$ cat src/rtl/id_hazard_scoreboard.sv
// ID-stage register hazard scoreboard: per-GPR countdown of pipe advances until a result is forwardable.
// Optional HI/LO tracking is built when SB_HILO_EN is defined.
module id_hazard_scoreboard #(
  parameter int NREG    = 32,
  parameter int MAX_LAT = 7,
  localparam int AW = $clog2(NREG),
  localparam int LW = $clog2(MAX_LAT + 1)
) (
  input  logic            clk,
  input  logic            rst,
  input  logic            id_valid,
  input  logic [AW-1:0]   id_rs_addr,
  input  logic [AW-1:0]   id_rt_addr,
  input  logic            id_rs_rd,
  input  logic            id_rt_rd,
  input  logic [1:0]      id_hilo_rd,
  input  logic            id_issue,
  input  logic            id_wr_en,
  input  logic [AW-1:0]   id_wr_addr,
  input  logic [LW-1:0]   id_wr_lat,
  input  logic [1:0]      id_hilo_wr,
  input  logic [LW-1:0]   id_hilo_lat,
  input  logic            pipe_adv,
  input  logic            flush,
  output logic            stallreq,
  output logic [NREG-1:0] busy_vec,
  output logic [1:0]      hilo_busy
);

  logic [LW-1:0] cnt [1:NREG-1];
  logic          rs_busy, rt_busy;
  logic          iss;

  function automatic logic [LW-1:0] sat_lat(input logic [LW-1:0] lat);
    if (int'(lat) > MAX_LAT) return LW'(MAX_LAT);
    return lat;
  endfunction

  // Priority: flush, then a fresh load (never decremented in its own cycle), then countdown.
  function automatic logic [LW-1:0] next_cnt(input logic [LW-1:0] cur, input logic clr,
                                             input logic ld, input logic [LW-1:0] lat,
                                             input logic adv);
    if (clr)                  return '0;
    if (ld)                   return sat_lat(lat);
    if (adv && cur != '0)     return cur - 1'b1;
    return cur;
  endfunction

  always_comb begin
    busy_vec = '0;
    rs_busy  = 1'b0;
    rt_busy  = 1'b0;
    for (int r = 1; r < NREG; r++) begin
      busy_vec[r] = (cnt[r] != '0);
      if (id_rs_addr == AW'(r)) rs_busy = busy_vec[r];
      if (id_rt_addr == AW'(r)) rt_busy = busy_vec[r];
    end
  end

  assign stallreq = id_valid & ((id_rs_rd & rs_busy) | (id_rt_rd & rt_busy) |
                                (id_hilo_rd[1] & hilo_busy[1]) | (id_hilo_rd[0] & hilo_busy[0]));
  assign iss = id_issue & id_valid & ~stallreq;

  // Register 0 has no counter, and addresses >= NREG match no counter, so neither ever loads.
  always_ff @(posedge clk or negedge rst) begin
    if (!rst) begin
      for (int r = 1; r < NREG; r++) cnt[r] <= '0;
    end else begin
      for (int r = 1; r < NREG; r++)
        cnt[r] <= next_cnt(cnt[r], flush, iss & id_wr_en & (id_wr_addr == AW'(r)),
                           id_wr_lat, pipe_adv);
    end
  end

`ifdef SB_HILO_EN
  logic [LW-1:0] cnt_hi, cnt_lo;

  always_ff @(posedge clk or negedge rst) begin
    if (!rst) begin
      cnt_hi <= '0;
      cnt_lo <= '0;
    end else begin
      cnt_hi <= next_cnt(cnt_hi, flush, iss & id_hilo_wr[1], id_hilo_lat, pipe_adv);
      cnt_lo <= next_cnt(cnt_lo, flush, iss & id_hilo_wr[0], id_hilo_lat, pipe_adv);
    end
  end

  assign hilo_busy = {cnt_hi != '0, cnt_lo != '0};
`else
  logic unused_hilo;

  assign unused_hilo = ^{id_hilo_rd, id_hilo_wr, id_hilo_lat};
  assign hilo_busy   = 2'b00;
`endif

endmodule

$ cat config.mk
export PLATFORM = sky130hd
export DESIGN_NAME = id_hazard_scoreboard
export DESIGN_NICKNAME = d
export VERILOG_FILES = /design/src/rtl/id_hazard_scoreboard.sv
export SDC_FILE = /design/constraint.sdc
export NUM_CORES = 1
export LEC_CHECK = 0
export BUFFER_PORTS_ARGS = -buffer_cell sky130_fd_sc_hd__buf_2
export CAP_MARGIN = 30
export CORE_MARGIN = 2
export CORE_UTILIZATION = 45
export DETAILED_ROUTE_END_ITERATION = 10
export PLACE_DENSITY = 0.66
export SYNTH_ARGS = -nofsm -noshare
export SYNTH_HDL_FRONTEND = slang
export SYNTH_SLANG_ARGS = --single-unit
$ cat constraint.sdc
create_clock -name clk -period 5.4 [get_ports clk]
set_input_delay 1.08 -clock clk [delete_from_list [all_inputs] [get_ports clk]]
set_output_delay 1.08 -clock clk [all_outputs]
set_load 0.02 [all_outputs]
* Yosys cells after proc, flatten, opt, wreduce, memory -nomap -nowiden
Index checks and enable logic that the tools add are counted.
** Cells by class
- $add $sub $neg :: 31
- Reduce and logical (&&, ||, !) cells :: 93
- Bitwise logic cells :: 39
- Equality and inequality tests :: 93
- Muxes and demuxes :: 374
** Operator list (count)
- 3-bit two-way mux :: 156
- 5-bit equality test, second input constant :: 48
- 1-bit two-way mux :: 218
- 3-bit nonzero test :: 62
- 5-bit by 4-bit equality test with 1-bit output, second input constant :: 24
- 3-bit by 1-bit subtractor with 3-bit output, second input constant :: 31
- 5-bit by 3-bit equality test with 1-bit output, second input constant :: 12
- 1-bit bitwise AND :: 37
- 1-bit logical AND :: 31
- 5-bit by 2-bit equality test with 1-bit output, second input constant :: 6
- 5-bit by 1-bit equality test with 1-bit output, second input constant :: 3
- 1-bit NOT :: 1
- 1-bit bitwise OR :: 1
** Storage, ports and cells
- Register bits after elaboration :: 93
- Output and inout port bits :: 35
- Word-level logic and storage cells :: 661

* Logic depth before layout (Yosys ltp)
- Depth after elaboration :: 46
- Depth in mapped cells :: 12
- Depth with buffers taken out :: 11

* Worst setup path before layout
OpenSTA, ideal clock, no wires.
- Path kind :: in2out
- Start :: input port id_rt_addr[3]
- End :: output port stallreq
- Arrival :: 3.199 ns
- Cell stages on the path :: 9
- Slack :: 1.121 ns
- Data required time :: 4.320 ns
- Path through :: buf_2 nor2b_1 nand3_1 a221o_1 a31oi_1 o21ai_2 a311o_4 buf_12 a21boi_0
** On the way
- Longest elaborated chain between the ends :: 35
** RTL lines
- start: declaration :: line 13 : input logic [AW-1:0] id_rt_addr,
- 5-bit by 1-bit equality test with 1-bit output :: line 56 : if (id_rt_addr == AW'(r)) rt_busy = busy_vec[r];
- 1-bit two-way mux (30 in series) :: line 56
- 1-bit two-way mux * :: line 56
- 1-bit bitwise AND * :: line 60 : assign stallreq = id_valid & ((id_rs_rd & rs_busy) | (id_rt_rd & rt_busy) |
- 1-bit bitwise OR * :: line 60
- 1-bit bitwise AND * :: line 60
- end: declaration :: line 25 : output logic stallreq,
Mark *: on every way between the ends. The rest lies on a longest branch, timed or not.

* Worst setup path after layout
- Start :: input port id_rs_addr[0]
- End :: output port stallreq
** On the way
- Longest elaborated chain between the ends :: 35
** RTL lines
- start: declaration :: line 12 : input logic [AW-1:0] id_rs_addr,
- 5-bit by 1-bit equality test with 1-bit output :: line 55 : if (id_rs_addr == AW'(r)) rs_busy = busy_vec[r];
- 1-bit two-way mux (30 in series) :: line 55
- 1-bit two-way mux * :: line 55
- 1-bit bitwise AND * :: line 60
- 1-bit bitwise OR * :: line 60
- 1-bit bitwise AND * :: line 60
Marks and branches as above.

==> run summary <==
Clk_lat worst skew = 0.35 ns
Pleak = 4.25 nW
Largest register FFs = 93
GRT Total Usage = 20.4%
Clock skew = 0.00809 ns
Number of filler cells placed in the layout = 1691
Io pins = 69
Largest net degree at the start of global routing = 70
RSZ-0062 raised after global routing = no
Max stage delay on crit path = 0.70 ns
Top reg by flops = cnt
Ant diodes = 0
Fin nets = 1014
Post-route antenna net violation count = 0
Drt first pass iters = 8
Post-Syn Area per Cell = 9.30 sq um
Share of the clock period used by the worst path = 84.7%
FF+latch count, synth = 93
Initial antenna violation count = 0
Number of synthesized flops with an enable pin = 0
Rel. slew slack = 44.9%
Post-Route Utilization = 49.9%
Synth Cell Area = 8320 sq um
Die H = 140 um
Yosys warns = 0
CTS Hold Bufs = 0
Worst-Margin Slew = 0.827 ns
Status = complete, but fails checks
Root Buffer = clkbuf_16
Top_reg_cell synth = dfrtp_1
Setup violators final = 0
Core area = 18100 sq um
CP cell instances = buf_2 -> nor2b_1 -> a221oi_1 -> a2111oi_0 -> o31ai_4 -> a21boi_0 -> buf_2
Buf/Inv on CP = 2
Register area share after synthesis = 28.0%
Fin. Hold Viols = 0
Vias = 6120
Critical path type = in2out
Iteration-0 DRC Markers = 525
Max_cap viols = 0
Asr flop ratio synth = 100%
Starting density of the core = 46.0%
Min Tclk post-route = 4.58 ns
WHS = 0.649 ns
Synth-to-layout area growth = 8.33%
VDD IR max = 0.000184 V
Max Root-Sink Buffers = 2
Total grt overflow = 0
Pwr dens = 472 nW/um^2
First-pass GRT wire length = 31.4 mm
Sum of negative setup slack = 0 ns
Max Slew Vio Count = 0
Die area = 19600 sq um
Critical path arrival = 3.50 ns
Startpoint class of the critical path = input port
Pre-CTS WS = 0.881 ns
Max Clk Rate = 0.219 GHz
Routed len/inst = 16.7 um
CP delay by family, top = compound AO/OA/AOI/OAI gates
Distinct cells, synth = 65
Clock sinks = 93
CTS HTree Levels = 3
Top flop regs = cnt x93
CP max-delay cell = a2111oi_0
Via density = 5.31
Worst path most repeated cell = buf_2
Vias in the first global route = 5943
Crit. End Element = output port
Port bufs = 58
Rows = 49
CTS tree = built
RD Place Congestion = 0.868
# DRC = 5
Post-Syn Instances = 895
DP Wirelength = 13.2 mm
Die Width = 140 um
Layout cell share with drive strength beyond 1 = 23.0%
Post-route setup slack = 0.824 ns
Power Total = 0.00426 W
Total CTS buffers = 9
# resized after CTS = 0
CTS clk-pin slew, worst paths = 0.06 ns
Failing checks = design-rule violations
Post-CTS Setup Bufs = 0
Worst Path Required = 4.32 ns
Class of the worst hold path = reg2reg
Sequential cell area = 2330 sq um
Area of the multi-input gates = 5450 sq um
Crit path max fanout = 25
Routed WL = 19.3 mm
==> power breakdown <==
part / switching [W] / internal [W]
clock: 0.000278 / 0.000430
combinational: 0.00153 / 0.00102
sequential: 0.0000949 / 0.000909
==> layer usage <==
layer	global-route usage (%)	part of all wire [%]	vias up
met5	0	0	-
met4	5.00	0.94	0
met3	3.62	5.1	10
met2	32.4	45	135
met1	28.9	49	2935
li1	-	-	3040
==> final cells by class <==
type,instances,share of cell area [%]
Multi-Input combinational cell,678,60.4
Sequential cell,93,25.8
Timing Repair Buffer,66,4.08
Tap cell,229,3.18
Inverter,70,2.91
Clock buffer,12,2.84
Clock inverter,4,0.777
==> cells in the mapped netlist, types with 4 or more instances <==
library cell	instances	area share [%]
a21boi_0	4	0.36
a21oi_1	40	2.4
a311o_1	7	0.84
a31oi_1	5	0.38
buf_1	4	0.18
buf_2	6	0.36
buf_6	4	0.54
clkbuf_1	36	1.6
dfrtp_1	93	28
ha_1	62	9.3
inv_1	66	3.0
inv_2	4	0.18
mux2_1	4	0.54
mux2_4	83	15
mux2i_1	10	1.2
nand2_1	52	2.3
nand2b_1	34	2.6
nand3_1	41	2.5
nand3_4	29	6.1
nand3b_1	6	0.54
nor2_1	157	7.1
nor2b_1	12	0.90
nor3_1	4	0.24
o21ai_0	14	0.84
xnor2_1	31	3.3
xor2_1	29	3.1
==> worst paths after layout <==
kind / endpoint / slack [ns] / cells after the start / startpoint
worst max-delay path: stallreq / 0.82 / 7 / id_rs_addr[0]
worst min-delay path: cnt[61]$_DFFE_PN0P_ / 0.65 / 3 / cnt[61]$_DFFE_PN0P_
worst max register to register: cnt[27]$_DFFE_PN0P_ / 1.82 / 10 / cnt[15]$_DFFE_PN0P_
worst min register to register: cnt[61]$_DFFE_PN0P_ / 0.65 / 3 / cnt[61]$_DFFE_PN0P_
max in group asynchronous: cnt[3]$_DFFE_PN0P_ / 3.59 / 2 / rst
min in group asynchronous: cnt[39]$_DFFE_PN0P_ / 0.81 / 1 / rst
==> tightest hold or removal path: stages, from the launching register on <==
cell and delay, ns:
dfrtp_1 0.34, a21oi_1 0.07, nor2_1 0.08, mux2_4 0.14
==> cell usage in the layout (no fill, tap or decap), types with 3 or more instances in the layout <==
cell       netlist  layout
xnor2_1         31      31
nand4_1          3       3
conb_1           1       3
nand3_4         29      29
nand3b_1         6       6
a311o_1          7       7
dfrtp_1         93      93
mux2_4          83      83
mux2_1           4       4
nand2b_1        34      34
clkbuf_16        0       9
nor2b_1         12       9
mux2i_1         10      10
inv_2            4       4
xor2_1          29      29
inv_1           66      66
ha_1            62      62
o31ai_1          3       3
o21ai_0         14      14
nand3_1         41      41
buf_4            3       9
a21boi_0         4       4
and3_1           3       3
a21oi_1         40      40
nor2_1         157     157
nor2b_2          1       3
nand2_1         52      52
nor3_1           4       4
a31oi_1          5       5
buf_2            6      56
==> cell families (layout without fill, tap and decap cells) <==
kind of cell | Yosys count | in the layout | synth area share [%]
simple gates | 354 | 354 | 24.0
buf+inv | 126 | 152 | 6.85
mux | 101 | 101 | 17.5
compound gates | 98 | 98 | 7.95
flops | 93 | 93 | 28.0
fa+ha+maj | 62 | 62 | 9.32
xor+xnor | 60 | 60 | 6.31
other cells | 1 | 3 | 0.0450
==> metrics by stage <==
step	instance area, sq um	cells
6_report	9020	1152
5_1_grt	9020	1152
4_1_cts	9020	1152
3_5_place_dp	8690	1136
3_3_place_gp	8670	1135
2_1_floorplan	8330	897
Power figures use the tool's default switching activity.
